<file path="src/rtl/access_ctrl.sv">
// ============================================================================
// Module   : access_ctrl
// Purpose  : Door access controller. Grants a timed door opening after a
//            successful entry attempt. Counts consecutive failed attempts
//            and enters a timed lockout after MAX_FAIL failures.
// Options  : ACCESS_ALARM_EN adds a sticky alarm output and an alarm_ack input.
// Revision : 1.0 - initial release
// ============================================================================
`default_nettype none

module access_ctrl #(
  parameter int MAX_FAIL    = 3,     // 1..15
  parameter int OPEN_CYCLES = 50,    // 1..65535
  parameter int LOCK_CYCLES = 1000   // 1..65535
) (
  input  logic       clock,
  input  logic       reset,
  input  logic       pass_ok,
  input  logic       attempt_done,
`ifdef ACCESS_ALARM_EN
  input  logic       alarm_ack,
  output logic       alarm,
`endif
  output logic       door_open,
  output logic       locked,
  output logic [3:0] fail_cnt,
  output logic       key_en
);

  localparam logic [15:0] OPEN_LOAD = 16'(OPEN_CYCLES - 1);
  localparam logic [15:0] LOCK_LOAD = 16'(LOCK_CYCLES - 1);
  localparam logic [4:0]  FAIL_MAX  = 5'(MAX_FAIL);

  typedef enum logic [1:0] {
    IDLE   = 2'd0,
    OPEN   = 2'd1,
    LOCKED = 2'd2
  } state_t;

  state_t      state_q, state_d;
  logic [3:0]  fail_cnt_q, fail_cnt_d;
  logic [15:0] timer_q, timer_d;
  logic        match_seen_q, match_seen_d;

  // Failure count after this attempt, one bit wider so the compare never truncates.
  logic [4:0]  fail_next;
  assign fail_next = {1'b0, fail_cnt_q} + 5'd1;

  // State, failure counter, timer and match latch registers.
  always_ff @(posedge clock or posedge reset) begin
    if (reset) begin
      state_q      <= IDLE;
      fail_cnt_q   <= 4'd0;
      timer_q      <= 16'd0;
      match_seen_q <= 1'b0;
    end else begin
      state_q      <= state_d;
      fail_cnt_q   <= fail_cnt_d;
      timer_q      <= timer_d;
      match_seen_q <= match_seen_d;
    end
  end

  // Next-state logic: attempt evaluation in IDLE, timed dwell in OPEN/LOCKED.
  always_comb begin
    state_d      = state_q;
    fail_cnt_d   = fail_cnt_q;
    timer_d      = timer_q;
    match_seen_d = match_seen_q;
    case (state_q)
      IDLE: begin
        if (attempt_done) begin
          // Every attempt closes the match window, successful or not.
          match_seen_d = 1'b0;
          if (match_seen_q || pass_ok) begin
            state_d    = OPEN;
            fail_cnt_d = 4'd0;
            timer_d    = OPEN_LOAD;
          end else if (fail_next == FAIL_MAX) begin
            state_d    = LOCKED;
            fail_cnt_d = FAIL_MAX[3:0];
            timer_d    = LOCK_LOAD;
          end else begin
            fail_cnt_d = fail_next[3:0];
          end
        end else if (pass_ok) begin
          match_seen_d = 1'b1;
        end
      end
      OPEN: begin
        // Inputs are ignored here; the timer holds at 0 rather than wrapping.
        match_seen_d = 1'b0;
        if (timer_q == 16'd0) begin
          state_d = IDLE;
        end else begin
          timer_d = timer_q - 16'd1;
        end
      end
      LOCKED: begin
        match_seen_d = 1'b0;
        if (timer_q == 16'd0) begin
          state_d    = IDLE;
          fail_cnt_d = 4'd0;
        end else begin
          timer_d = timer_q - 16'd1;
        end
      end
      default: begin
        state_d      = IDLE;
        match_seen_d = 1'b0;
      end
    endcase
  end

  // Outputs decode from registered state only, so reset acts on them immediately.
  assign door_open = (state_q == OPEN);
  assign locked    = (state_q == LOCKED);
  assign key_en    = (state_q == IDLE);
  assign fail_cnt  = fail_cnt_q;

`ifdef ACCESS_ALARM_EN
  logic alarm_q;
  logic lock_entry;

  // Registered alarm rises together with locked because both load on the same edge.
  assign lock_entry = (state_q == IDLE) && (state_d == LOCKED);

  // Sticky alarm: set on lockout entry (wins over ack), cleared by acknowledge.
  always_ff @(posedge clock or posedge reset) begin
    if (reset) begin
      alarm_q <= 1'b0;
    end else if (lock_entry) begin
      alarm_q <= 1'b1;
    end else if (alarm_ack) begin
      alarm_q <= 1'b0;
    end
  end

  assign alarm = alarm_q;
`endif

endmodule

`default_nettype wire
</file>
<file path="config.mk">
export PLATFORM = sky130hd
export DESIGN_NAME = access_ctrl
export DESIGN_NICKNAME = d
export VERILOG_FILES = /design/src/rtl/access_ctrl.sv
export SDC_FILE = /design/constraint.sdc
export NUM_CORES = 1
export LEC_CHECK = 0
export CAP_MARGIN = 20
export CELL_PAD_IN_SITES_DETAIL_PLACEMENT = 2
export CELL_PAD_IN_SITES_GLOBAL_PLACEMENT = 2
export CORE_ASPECT_RATIO = 1.1
export CORE_UTILIZATION = 36
export DETAILED_ROUTE_END_ITERATION = 10
export GPL_ROUTABILITY_DRIVEN = 0
export HOLD_SLACK_MARGIN = 0.02
export PLACE_DENSITY = 0.9
export SETUP_SLACK_MARGIN = 0.4
export SLEW_MARGIN = 20
export SYNTH_ARGS = -nofsm -noshare
export SYNTH_HDL_FRONTEND = slang
export SYNTH_SLANG_ARGS = --single-unit
</file>
<file path="constraint.sdc">
create_clock -name clock -period 2.6 [get_ports clock]
set_input_delay 0.39 -clock clock [delete_from_list [all_inputs] [get_ports clock]]
set_output_delay 0.39 -clock clock [all_outputs]
set_load 0.05 [all_outputs]
</file>
==> impl_metrics.toml, run 1 <==
[route]
drt-initial-drc-count = 82
post_detailed_route_wirelength_per_cell_um = 21.1
antenna_violating_nets_post_route = 0
detail_route.first_pass.iterations = 4
drt-total-wl_mm = 4.98
vias_per_cell = 6.11
via_count = 1443
drc = 0

[grt]
grt_use_total = 0.237
met1_usage_grt = 0.271
global_route_wire_length_before_repair_mm = 8.35
top_usage_layer = "met2"
first_global_vias = 1632
use_met2 = 0.433
globalRouteOverflowTotal = 0
grt_max_degree = 24
antenna_found_initial = 0
met3_track_demand_over_resource_in_global_routing = 0.0271

[timing]
final.period_utilization = 0.806
summed_negative_setup_slack_over_all_endpoints_ns = 0
report.final.hold_viol_count = 0
setup_viol = 0
post-route-min-period_ns = 2.09
worst_slew_margin_rel = 0.666
grt_setup_unrepaired = "false"
timing.final.max_slew_violations = 0
tightest_slew_ns = 0.499
layout_setup_ws_ns = 0.505
max_clock_freq_mhz = 477
fin_skew_ns = 0.00636

[synthesis]
netlist-cell-type-count = 55
synth_net_count = 185
yosys_most_used_dff = "dfrtp_1"
ys_seq_elements = 23
synth_enable_flop_cells = 0
yosysWarnings = 0
ys_async_sr_fraction = 1.00
synth_sequential_area_ratio = 0.365
syn_inst = 175
synth_area_um2 = 1580
syn-mean-instance-area_um2 = 9.00

[cts]
clk_root_buffer_cell = "clkbuf_8"
clk_latency_ns = 0.27
ctsHoldBuffers = 0
clk_transition_reported_paths_ns = 0.09
cts_inserted_buffers = 3
clk_path_buf_depth = 2
tritoncts_clock_tree = "done"
cts.sink_count = 23
cts.htree.levels = 1

[power_and_ir_drop]
power.sequential.fraction = 0.303
vdd_ir_drop_max_mv = 0.391
leakage_power_nw = 0.791
cell_area_power_density_nw_per_um2 = 1240
switchingPower_w = 0.00115
comb_power_share = 0.594
sw_ratio = 0.520
p_clk_frac = 0.103
intPower_w = 0.00106

[critical_path]
reg2regPathDepth = 5
critical_path_arrival_ns = 1.70
worstSetupEndpointType = "output pin"
worst-setup-path-type = "flip-flop to output pin"
crit_required_ns = 2.21
critPathMaxFanout = 3
startpoint_type = "flip-flop"

[floorplanning]
row_count = 24
start_util = 0.386
core_area_um2 = 4080
dieArea_um2 = 4640
fp.dieW_um = 65.1
io-pin-count = 11
die_h_um = 71.4

[final_layout]
insertedDiodeCount = 0
final_net_count = 195
drive_gt1_frac = 0.174
fillerInstances = 460
finalInstanceArea_um2 = 1790
syn2layout_area_growth_pct = 13.7
postLayoutCoreUtil = 0.438

[hold_path]
worst_hold_path_type = "primary input to asynchronous set/reset pin"

[placed_design]
postPlaceCellArea_um2 = 1710
placement.setup.worst_slack_ns = 0.292
place_hpwl_mm = 3.78
port-buffer-count = 10

[outcome]
run_status = "finished, final reports clean"

[job]
max_cap_violations = 0
## kinds of logic after synthesis
kind of cell	after synthesis	share of synthesized area
buffers and inverters	21	0.0643
AO/OA/AOI/OAI	52	0.227
multiplexers	6	0.0413
adder cells (fa/ha/maj)	6	0.0477
flip-flops	23	0.365
AND/OR/NAND/NOR	67	0.254
## metrics by stage
step,power (W),hold slack [ns],instances
finish,0.00222,0.481,236
global route,0.00239,0.507,236
CTS,0.00220,0.494,235
detailed placement,0.00196,0.520,231
global placement,0.00185,0.511,231
floorplan,0.00158,0.392,175
## final timing paths
path / start / endpoint / slack, ns
max in group asynchronous: reset / timer_q[13] / 1.87
worst min-delay path: reset / timer_q[4] / 0.48
min in group clock: timer_q[15] / timer_q[15] / 0.56
worst min register to register: timer_q[15] / timer_q[15] / 0.56
worst max register to register: timer_q[6] / timer_q[2] / 0.55
worst max-delay path: state_q[1] / door_open / 0.51
## per-layer routing
layer / vias to the layer above / wire length, um
met4: 0 / 131
met2: 17 / 2670
met3: 11 / 74
met5: - / 0
li1: 672 / -
met1: 743 / 2100
## final cells by class
| class | instances | area (um^2) | share of cell area |
|---|---|---|---|
| clock buffer | 3 | 41.3 | 0.0231 |
| clock inverter | 1 | 5.00 | 0.00280 |
| inverter | 11 | 41.3 | 0.0231 |
| multi-input combinational | 131 | 927 | 0.518 |
| sequential | 23 | 576 | 0.321 |
| tap | 52 | 65.1 | 0.0363 |
| timing repair buffer | 15 | 135 | 0.0755 |
## synthesized netlist by cell type (2+ instances only)
library cell | instances | area (um^2)
buf_2 | 2 | 10.0
a21oi_1 | 8 | 40.0
or3_1 | 3 | 18.8
mux2_2 | 4 | 45.0
nor2_1 | 13 | 48.8
a31oi_1 | 8 | 50.1
nor4_4 | 2 | 42.5
nand3_1 | 9 | 45.0
buf_6 | 2 | 22.5
mux2i_1 | 2 | 20.0
nor3_1 | 5 | 25.0
dfrtp_1 | 23 | 576
o31ai_1 | 5 | 37.5
nand2_1 | 11 | 41.3
nor2b_1 | 2 | 12.5
o21ai_0 | 9 | 45.0
ha_1 | 6 | 75.1
inv_1 | 11 | 41.3
clkbuf_1 | 4 | 15.0
and3_1 | 4 | 25.0
nand4_1 | 4 | 25.0
o21a_1 | 2 | 15.0
nor4_1 | 3 | 18.8
o22ai_1 | 2 | 12.5
## power groups by stage
stage / logic, W / clock network (W) / registers (W)
floorplan: 0.000943 / 0 / 0.000634
finish: 0.00132 / 0.000229 / 0.000672
CTS: 0.00130 / 0.000239 / 0.000667
global placement: 0.00120 / 0 / 0.000649
global route: 0.00144 / 0.000251 / 0.000691
detailed placement: 0.00129 / 0 / 0.000672
## cell usage in the layout (no fill, tap or decap), types with 2 or more instances in the layout
cell type | netlist | final
dfrtp_1 | 23 | 23
nor2_1 | 13 | 13
inv_1 | 11 | 11
nand2_1 | 11 | 11
o21ai_0 | 9 | 9
nand3_1 | 9 | 9
a31oi_1 | 8 | 8
clkdlybuf4s50_1 | 0 | 8
a21oi_1 | 8 | 7
o31ai_1 | 5 | 5
ha_1 | 6 | 5
buf_4 | 1 | 5
mux2_2 | 4 | 4
nor3_1 | 5 | 4
and3_1 | 4 | 4
nand4_1 | 4 | 4
or3_1 | 3 | 3
clkbuf_8 | 0 | 3
nor2b_1 | 2 | 2
nor4_4 | 2 | 2
mux2i_1 | 2 | 2
o21a_1 | 2 | 2
o22ai_1 | 2 | 2
nor4_1 | 3 | 2
dlygate4sd2_1 | 0 | 2
## what timing repair did
item	4_1_cts	5_1_grt
buffers inserted	0	1
setup endpoints to repair	4	15
resized for setup	3	6
pin swaps	0	1
## critical path: stages (launching register included)
cell	delay, ns
dfrtp_1	0.41
inv_1	0.09
ha_1	0.14
clkdlybuf4s50_1	0.80
## sequential cells by signal, indices dropped and copies added, names as in the netlist
name          count
timer_q          16
fail_cnt          4
state_q           2
match_seen_q      1
(Power assumes the default switching activity.)
==> run 2: changes to the inputs <==
--- a/config.mk
+++ b/config.mk
@@ -9,11 +9,11 @@
 export CELL_PAD_IN_SITES_DETAIL_PLACEMENT = 2
 export CELL_PAD_IN_SITES_GLOBAL_PLACEMENT = 2
 export CORE_ASPECT_RATIO = 1.1
-export CORE_UTILIZATION = 36
+export CORE_UTILIZATION = 33
 export DETAILED_ROUTE_END_ITERATION = 10
 export GPL_ROUTABILITY_DRIVEN = 0
 export HOLD_SLACK_MARGIN = 0.02
-export PLACE_DENSITY = 0.9
+export PLACE_DENSITY = 0.87
 export SETUP_SLACK_MARGIN = 0.4
 export SLEW_MARGIN = 20
 export SYNTH_ARGS = -nofsm -noshare
==> constraint.sdc (replaced) <==
create_clock -name clock -period 1.8 [get_ports clock]
set_input_delay 0.27 -clock clock [delete_from_list [all_inputs] [get_ports clock]]
set_output_delay 0.27 -clock clock [all_outputs]
set_load 0.05 [all_outputs]
==> impl_metrics.toml, run 2 <==
[synthesis]
synth_sequential_area_ratio = 0.365
ys_async_sr_fraction = 1.00
yosys_most_used_dff = "dfrtp_1"
synth_largest_area_cell = "dfrtp_1"
netlist_top_cells_area = "dfrtp_1, ha_1, a31oi_1"
netlist-cell-type-count = 55
synth_net_count = 185
yosysWarnings = 0
ys_seq_elements = 23
synth.most_common_cell = "dfrtp_1"
synth_top_cell_area_share = 0.365
synth_area_um2 = 1580
synthTopCellsByCount = "dfrtp_1, nor2_1, inv_1, nand2_1"
synth_enable_flop_cells = 0
syn-mean-instance-area_um2 = 9.00
syn_inst = 175

[floorplanning]
row_count = 26
fp.dieW_um = 67.9
start_util = 0.341
die_h_um = 74.5
io-pin-count = 11

[grt]
antenna_found_initial = 0
grt_max_degree = 24

[cts]
cts.htree.levels = 1
cts_inserted_buffers = 3
cts.sink_count = 23
clk_root_buffer_cell = "clkbuf_8"
clk_path_buf_depth = 2
ctsHoldBuffers = 0

[timing]
endpoint_type = "sequential cell input"
crit_endpoint = "timer_q[8]$_DFFE_PP0P_/D"

[placed_design]
placement.setup.worst_slack_ns = -0.285
place_hpwl_mm = 5.20
port-buffer-count = 10

[outcome]
run_status = "aborted with a tool error"
flow.first_error = "[ERROR DPL-0033] detailed placement checks failed during check placement."
lastStage = "global routing (5_1_grt)"
[run 2: cell counts after synthesis]
No cell type changed its count.
[run 2: timing repair]
item,4_1_cts
hold endpoints to repair,0
gates resized for setup,34
buffers inserted,14
pin swaps,17
setup endpoints to repair,25
[run 2: metrics by stage]
step,area [um^2],instances
after CTS,2500,296
after detailed placement,2200,278
after global placement,2200,278
after floorplan,1740,175
[run 2: logic make-up after synthesis]
group,share of synthesized area
adder cells (fa/ha/maj),0.0477
flip-flops,0.365
AO/OA/AOI/OAI,0.227
AND/OR/NAND/NOR,0.254
multiplexers,0.0413
buffers and inverters,0.0643
==> run 3: changes to the inputs <==
==> config.mk (replaced) <==
export PLATFORM = sky130hd
export DESIGN_NAME = access_ctrl
export DESIGN_NICKNAME = d
export VERILOG_FILES = /design/src/rtl/access_ctrl.sv
export SDC_FILE = /design/constraint.sdc
export NUM_CORES = 1
export LEC_CHECK = 0
export CAP_MARGIN = 20
export CORE_UTILIZATION = 40
export DETAILED_ROUTE_END_ITERATION = 10
export GPL_ROUTABILITY_DRIVEN = 0
export PLACE_DENSITY_LB_ADDON = 0.15
export SLEW_MARGIN = 20
export SYNTH_ARGS = -nofsm -noshare
export SYNTH_HDL_FRONTEND = slang
export SYNTH_SLANG_ARGS = --single-unit
==> constraint.sdc (replaced) <==
create_clock -name clock -period 2.35 [get_ports clock]
set_input_delay 0.3525 -clock clock [delete_from_list [all_inputs] [get_ports clock]]
set_output_delay 0.3525 -clock clock [all_outputs]
set_load 0.05 [all_outputs]
==> impl_metrics.toml, run 3 (synthesis results as in run 1) <==
[critical_path]
critical_path_arrival_ns = 1.81
worst-setup-path-type = "flip-flop to output pin"
timing.critical_path.slowest_stage_cell = "clkdlybuf4s50_1"
max_stage_delay_ns = 0.83
cp_num_buf_inv = 2
crit_required_ns = 2.00
worstSetupEndpointType = "output pin"
cp_top_family = "buffers and inverters"
critPathMaxFanout = 5
startpoint_type = "flip-flop"
worstPathCellList = "inv_1, ha_1, clkdlybuf4s50_1"

[timing]
grt_setup_unrepaired = "false"
final.hold.worst_slack_ns = 0.401
fin_skew_ns = 0.00143
max_clock_freq_mhz = 462
timing.final.max_slew_violations = 0
final.period_utilization = 0.921
tightest_slew_ns = 0.527
report.final.hold_viol_count = 0
worst_slew_margin_rel = 0.646
setup_viol = 0
summed_negative_setup_slack_over_all_endpoints_ns = 0
post-route-min-period_ns = 2.16

[placed_design]
place_hpwl_mm = 2.82
port-buffer-count = 10

[final_layout]
final_net_count = 194
sequential_cell_area_um2 = 576
syn2layout_area_growth_pct = 11.0
insertedDiodeCount = 0
most-common-layout-cells = "dfrtp_1, nor2_1, inv_1, nand2_1"
fillerInstances = 362
top_register = "timer_q"
final_common_cell = "dfrtp_1"
drive_gt1_frac = 0.137
max_ffs_per_register = 16
multi_input_area_um2 = 898

[grt]
antenna_found_initial = 0
global_route_wire_length_before_repair_mm = 6.62
first_global_vias = 1337
globalRouteOverflowTotal = 0
grt_max_degree = 15
grt_use_total = 0.207

[cts]
clk_path_buf_depth = 2
ctsHoldBuffers = 0
cts.sink_count = 23
clk_root_buffer_cell = "clkbuf_8"
cts_post_setup_buffers_inserted = 0
clk_transition_reported_paths_ns = 0.08
tritoncts_clock_tree = "done"
cts_resized = 0
cts_inserted_buffers = 3
cts.htree.levels = 1
clk_latency_ns = 0.26

[power_and_ir_drop]
cell_area_power_density_nw_per_um2 = 1330
intPower_w = 0.00116
comb_power_share = 0.581
post-layout-total-power_w = 0.00232
vdd_ir_drop_max_mv = 0.677
power.sequential.fraction = 0.313
leakage_power_nw = 0.776
switchingPower_w = 0.00116
sw_ratio = 0.501
p_clk_frac = 0.106

[floorplanning]
core_area_um2 = 3720
dieArea_um2 = 4190
die_h_um = 64.8
io-pin-count = 11
row_count = 22
start_util = 0.424
fp.dieW_um = 64.8

[route]
post_detailed_route_wirelength_per_cell_um = 16.4
drt-total-wl_mm = 3.78
detail_route.first_pass.iterations = 4
antenna_violating_nets_post_route = 0
drt-initial-drc-count = 65
via_count = 1413
drc = 0
vias_per_cell = 6.12

[job]
max_cap_violations = 0

[hold_path]
worst_hold_path_type = "primary input to asynchronous set/reset pin"

[outcome]
run_status = "finished, final reports clean"
==> run 3: layout make-up <==
type,instances,share of cell area
multi-input combinational,131,0.514
sequential,23,0.329
timing repair buffer,14,0.0730
tap,48,0.0343
clock buffer,3,0.0236
inverter,11,0.0236
clock inverter,1,0.00286
==> run 3: routing by layer <==
| layer | track usage | routed length, um | share of wire |
|---|---|---|---|
| met4 | 0.0778 | 48 | 0.013 |
| met2 | 0.337 | 1800 | 0.48 |
| met3 | 0.0211 | 175 | 0.046 |
| met5 | 0 | 0 | 0 |
| met1 | 0.281 | 1760 | 0.46 |
==> run 3: worst paths after layout <==
check	startpoint	end	slack, ns	cells after the start
setup / recovery	state_q[0]	locked	0.19	3
hold reg to reg	state_q[0]	state_q[0]	0.54	1
max in group asynchronous	reset	state_q[0]	1.40	3
min in group clock	state_q[0]	state_q[0]	0.54	1
setup reg to reg	timer_q[5]	fail_cnt[0]	0.28	4
hold / removal	reset	timer_q[9]	0.40	2
==> run 3: power by group through the flow <==
stage	registers [W]	logic, W	clock network, W
4_1_cts	0.000721	0.00135	0.000258
2_1_floorplan	0.000701	0.00104	0
6_report	0.000726	0.00135	0.000245
5_1_grt	0.000751	0.00149	0.000279
3_3_place_gp	0.000722	0.00133	0
3_5_place_dp	0.000728	0.00134	0
==> run 3: through the flow <==
step            util  instance area, um^2  instances  setup WS, ns
2_1_floorplan      -                 1580        175         0.154
3_3_place_gp   0.458                 1700        227         0.297
3_5_place_dp   0.458                 1700        227         0.214
4_1_cts        0.471                 1750        231         0.171
5_1_grt        0.471                 1750        231        0.0815
6_report       0.471                 1750        231         0.186
==> run 4: changes to the inputs <==
--- a/config.mk
+++ b/config.mk
@@ -9,7 +9,9 @@
 export CORE_UTILIZATION = 40
 export DETAILED_ROUTE_END_ITERATION = 10
 export GPL_ROUTABILITY_DRIVEN = 0
+export HOLD_SLACK_MARGIN = 0.05
 export PLACE_DENSITY_LB_ADDON = 0.15
+export SKIP_CTS_REPAIR_TIMING = 1
 export SLEW_MARGIN = 20
 export SYNTH_ARGS = -nofsm -noshare
 export SYNTH_HDL_FRONTEND = slang
==> constraint.sdc (replaced) <==
create_clock -name clock -period 2.7 [get_ports clock]
set_input_delay 0.405 -clock clock [delete_from_list [all_inputs] [get_ports clock]]
set_output_delay 0.405 -clock clock [all_outputs]
set_load 0.05 [all_outputs]
==> impl_metrics.toml, run 4 (synthesis results as in run 1) <==
[outcome]
run_status = "finished, final reports clean"

[grt]
global_route_wire_length_before_repair_mm = 6.22
grt_use_total = 0.192
grt_max_degree = 24
globalRouteOverflowTotal = 0
antenna_found_initial = 0
first_global_vias = 1317

[floorplanning]
start_util = 0.424
row_count = 22
core_area_um2 = 3720
fp.dieW_um = 64.8
dieArea_um2 = 4190
io-pin-count = 11
die_h_um = 64.8

[critical_path]
cp_top_family = "buffers and inverters"
timing.critical_path.slowest_stage_cell = "clkdlybuf4s50_1"
crit_required_ns = 2.30
worstSetupEndpointType = "output pin"
setup.worst_path.start = "state_q[1]"
startpoint_type = "flip-flop"
max_stage_delay_ns = 0.87
worstPathCellList = "inv_1, ha_1, clkdlybuf4s50_1"
reg2reg_from = "timer_q[0]"
regToRegSetupSlack_ns = 0.60
cp_num_buf_inv = 2
critical_path_arrival_ns = 2.01
critPathMaxFanout = 9
worst-setup-path-type = "flip-flop to output pin"

[final_layout]
final_net_count = 193
most-common-layout-cells = "dfrtp_1, nor2_1, inv_1, nand2_1, clkdlybuf4s50_1"
insertedDiodeCount = 0
max_ffs_per_register = 16
top_register = "timer_q"
postLayoutCoreUtil = 0.469
syn2layout_area_growth_pct = 10.6
final_common_cell = "dfrtp_1"
drive_gt1_frac = 0.121

[placed_design]
place_hpwl_mm = 2.67
placement.setup.worst_slack_ns = 0.542
port-buffer-count = 10

[route]
drt-initial-drc-count = 80
detail_route.first_pass.iterations = 4
antenna_violating_nets_post_route = 0
vias_per_cell = 6.04
via_count = 1389
drc = 0
drt-total-wl_mm = 3.62
post_detailed_route_wirelength_per_cell_um = 15.7

[timing]
tightest_slew_ns = 0.883
grt_setup_unrepaired = "false"
final.hold.worst_slack_ns = 0.547
max_clock_freq_mhz = 414
report.final.hold_viol_count = 0
worst_slew_margin_rel = 0.411
final.period_utilization = 0.895
layout_setup_ws_ns = 0.284
fin_skew_ns = 0.00146
setup_viol = 0
post-route-min-period_ns = 2.42
summed_negative_setup_slack_over_all_endpoints_ns = 0
timing.final.max_slew_violations = 0

[cts]
clk_transition_reported_paths_ns = 0.08
tritoncts_clock_tree = "done"
cts.htree.levels = 1
cts_inserted_buffers = 3
cts.sink_count = 23
clk_root_buffer_cell = "clkbuf_8"
clk_latency_ns = 0.26
clk_path_buf_depth = 2

[hold_path]
worst_hold_path_type = "flip-flop to flip-flop"
worst_hold_startpoint = "timer_q[15]"

[power_and_ir_drop]
cell_area_power_density_nw_per_um2 = 1160
leakage_power_nw = 0.768
vdd_ir_drop_max_mv = 0.591

[job]
max_cap_violations = 0
==> run 4: layout make-up <==
cell class | instances | area (um^2)
Clock buffer | 4 | 45.0
Inverter | 11 | 41.3
Tap cell | 48 | 60.1
Timing Repair Buffer | 13 | 123
Sequential cell | 23 | 576
Multi-Input combinational cell | 131 | 898
Fill cell | 370 | 1970
==> run 4: path summary, 6_finish.rpt <==
kind | to | depth (start not counted)
max in group asynchronous | timer_q[13] | 2
worst min register to register | timer_q[15] | 1
worst max-delay path | key_en | 3
worst max register to register | fail_cnt[0] | 6
worst min-delay path | timer_q[15] | 1
min in group asynchronous | state_q[0] | 2
==> run 4: stage by stage <==
stage	total power, W	cell area, um^2	cells
floorplan	0.00152	1580	175
global placement	0.00179	1700	226
detailed placement	0.00179	1700	226
CTS	0.00202	1740	230
global route	0.00218	1740	230
finish	0.00202	1740	230
==> run 4: layer usage <==
layer  GRT usage  wire, um  share of wire  vias to the layer above
met2       0.298      1620           0.45                       44
met5           0         0              0                        -
met4      0.0778        33         0.0091                        0
li1            -         -              -                      669
met1       0.270      1820           0.50                      672
met3      0.0211       150          0.041                        4
==> run 4: power by group <==
| group | switching (W) | internal, W | total, W |
|---|---|---|---|
| combinational | 0.000725 | 0.000447 | 0.00117 |
| sequential | 0.000170 | 0.000460 | 0.000630 |
| clock | 0.000115 | 0.000105 | 0.000220 |
==> run 4: worst register-to-register path: stages (launching register included) <==
cell,delay (ns)
dfrtp_1,0.44
inv_1,0.08
ha_1,0.20
nor4b_1,0.34
nand4_2,0.18
a21oi_1,0.39
mux2_2,0.38
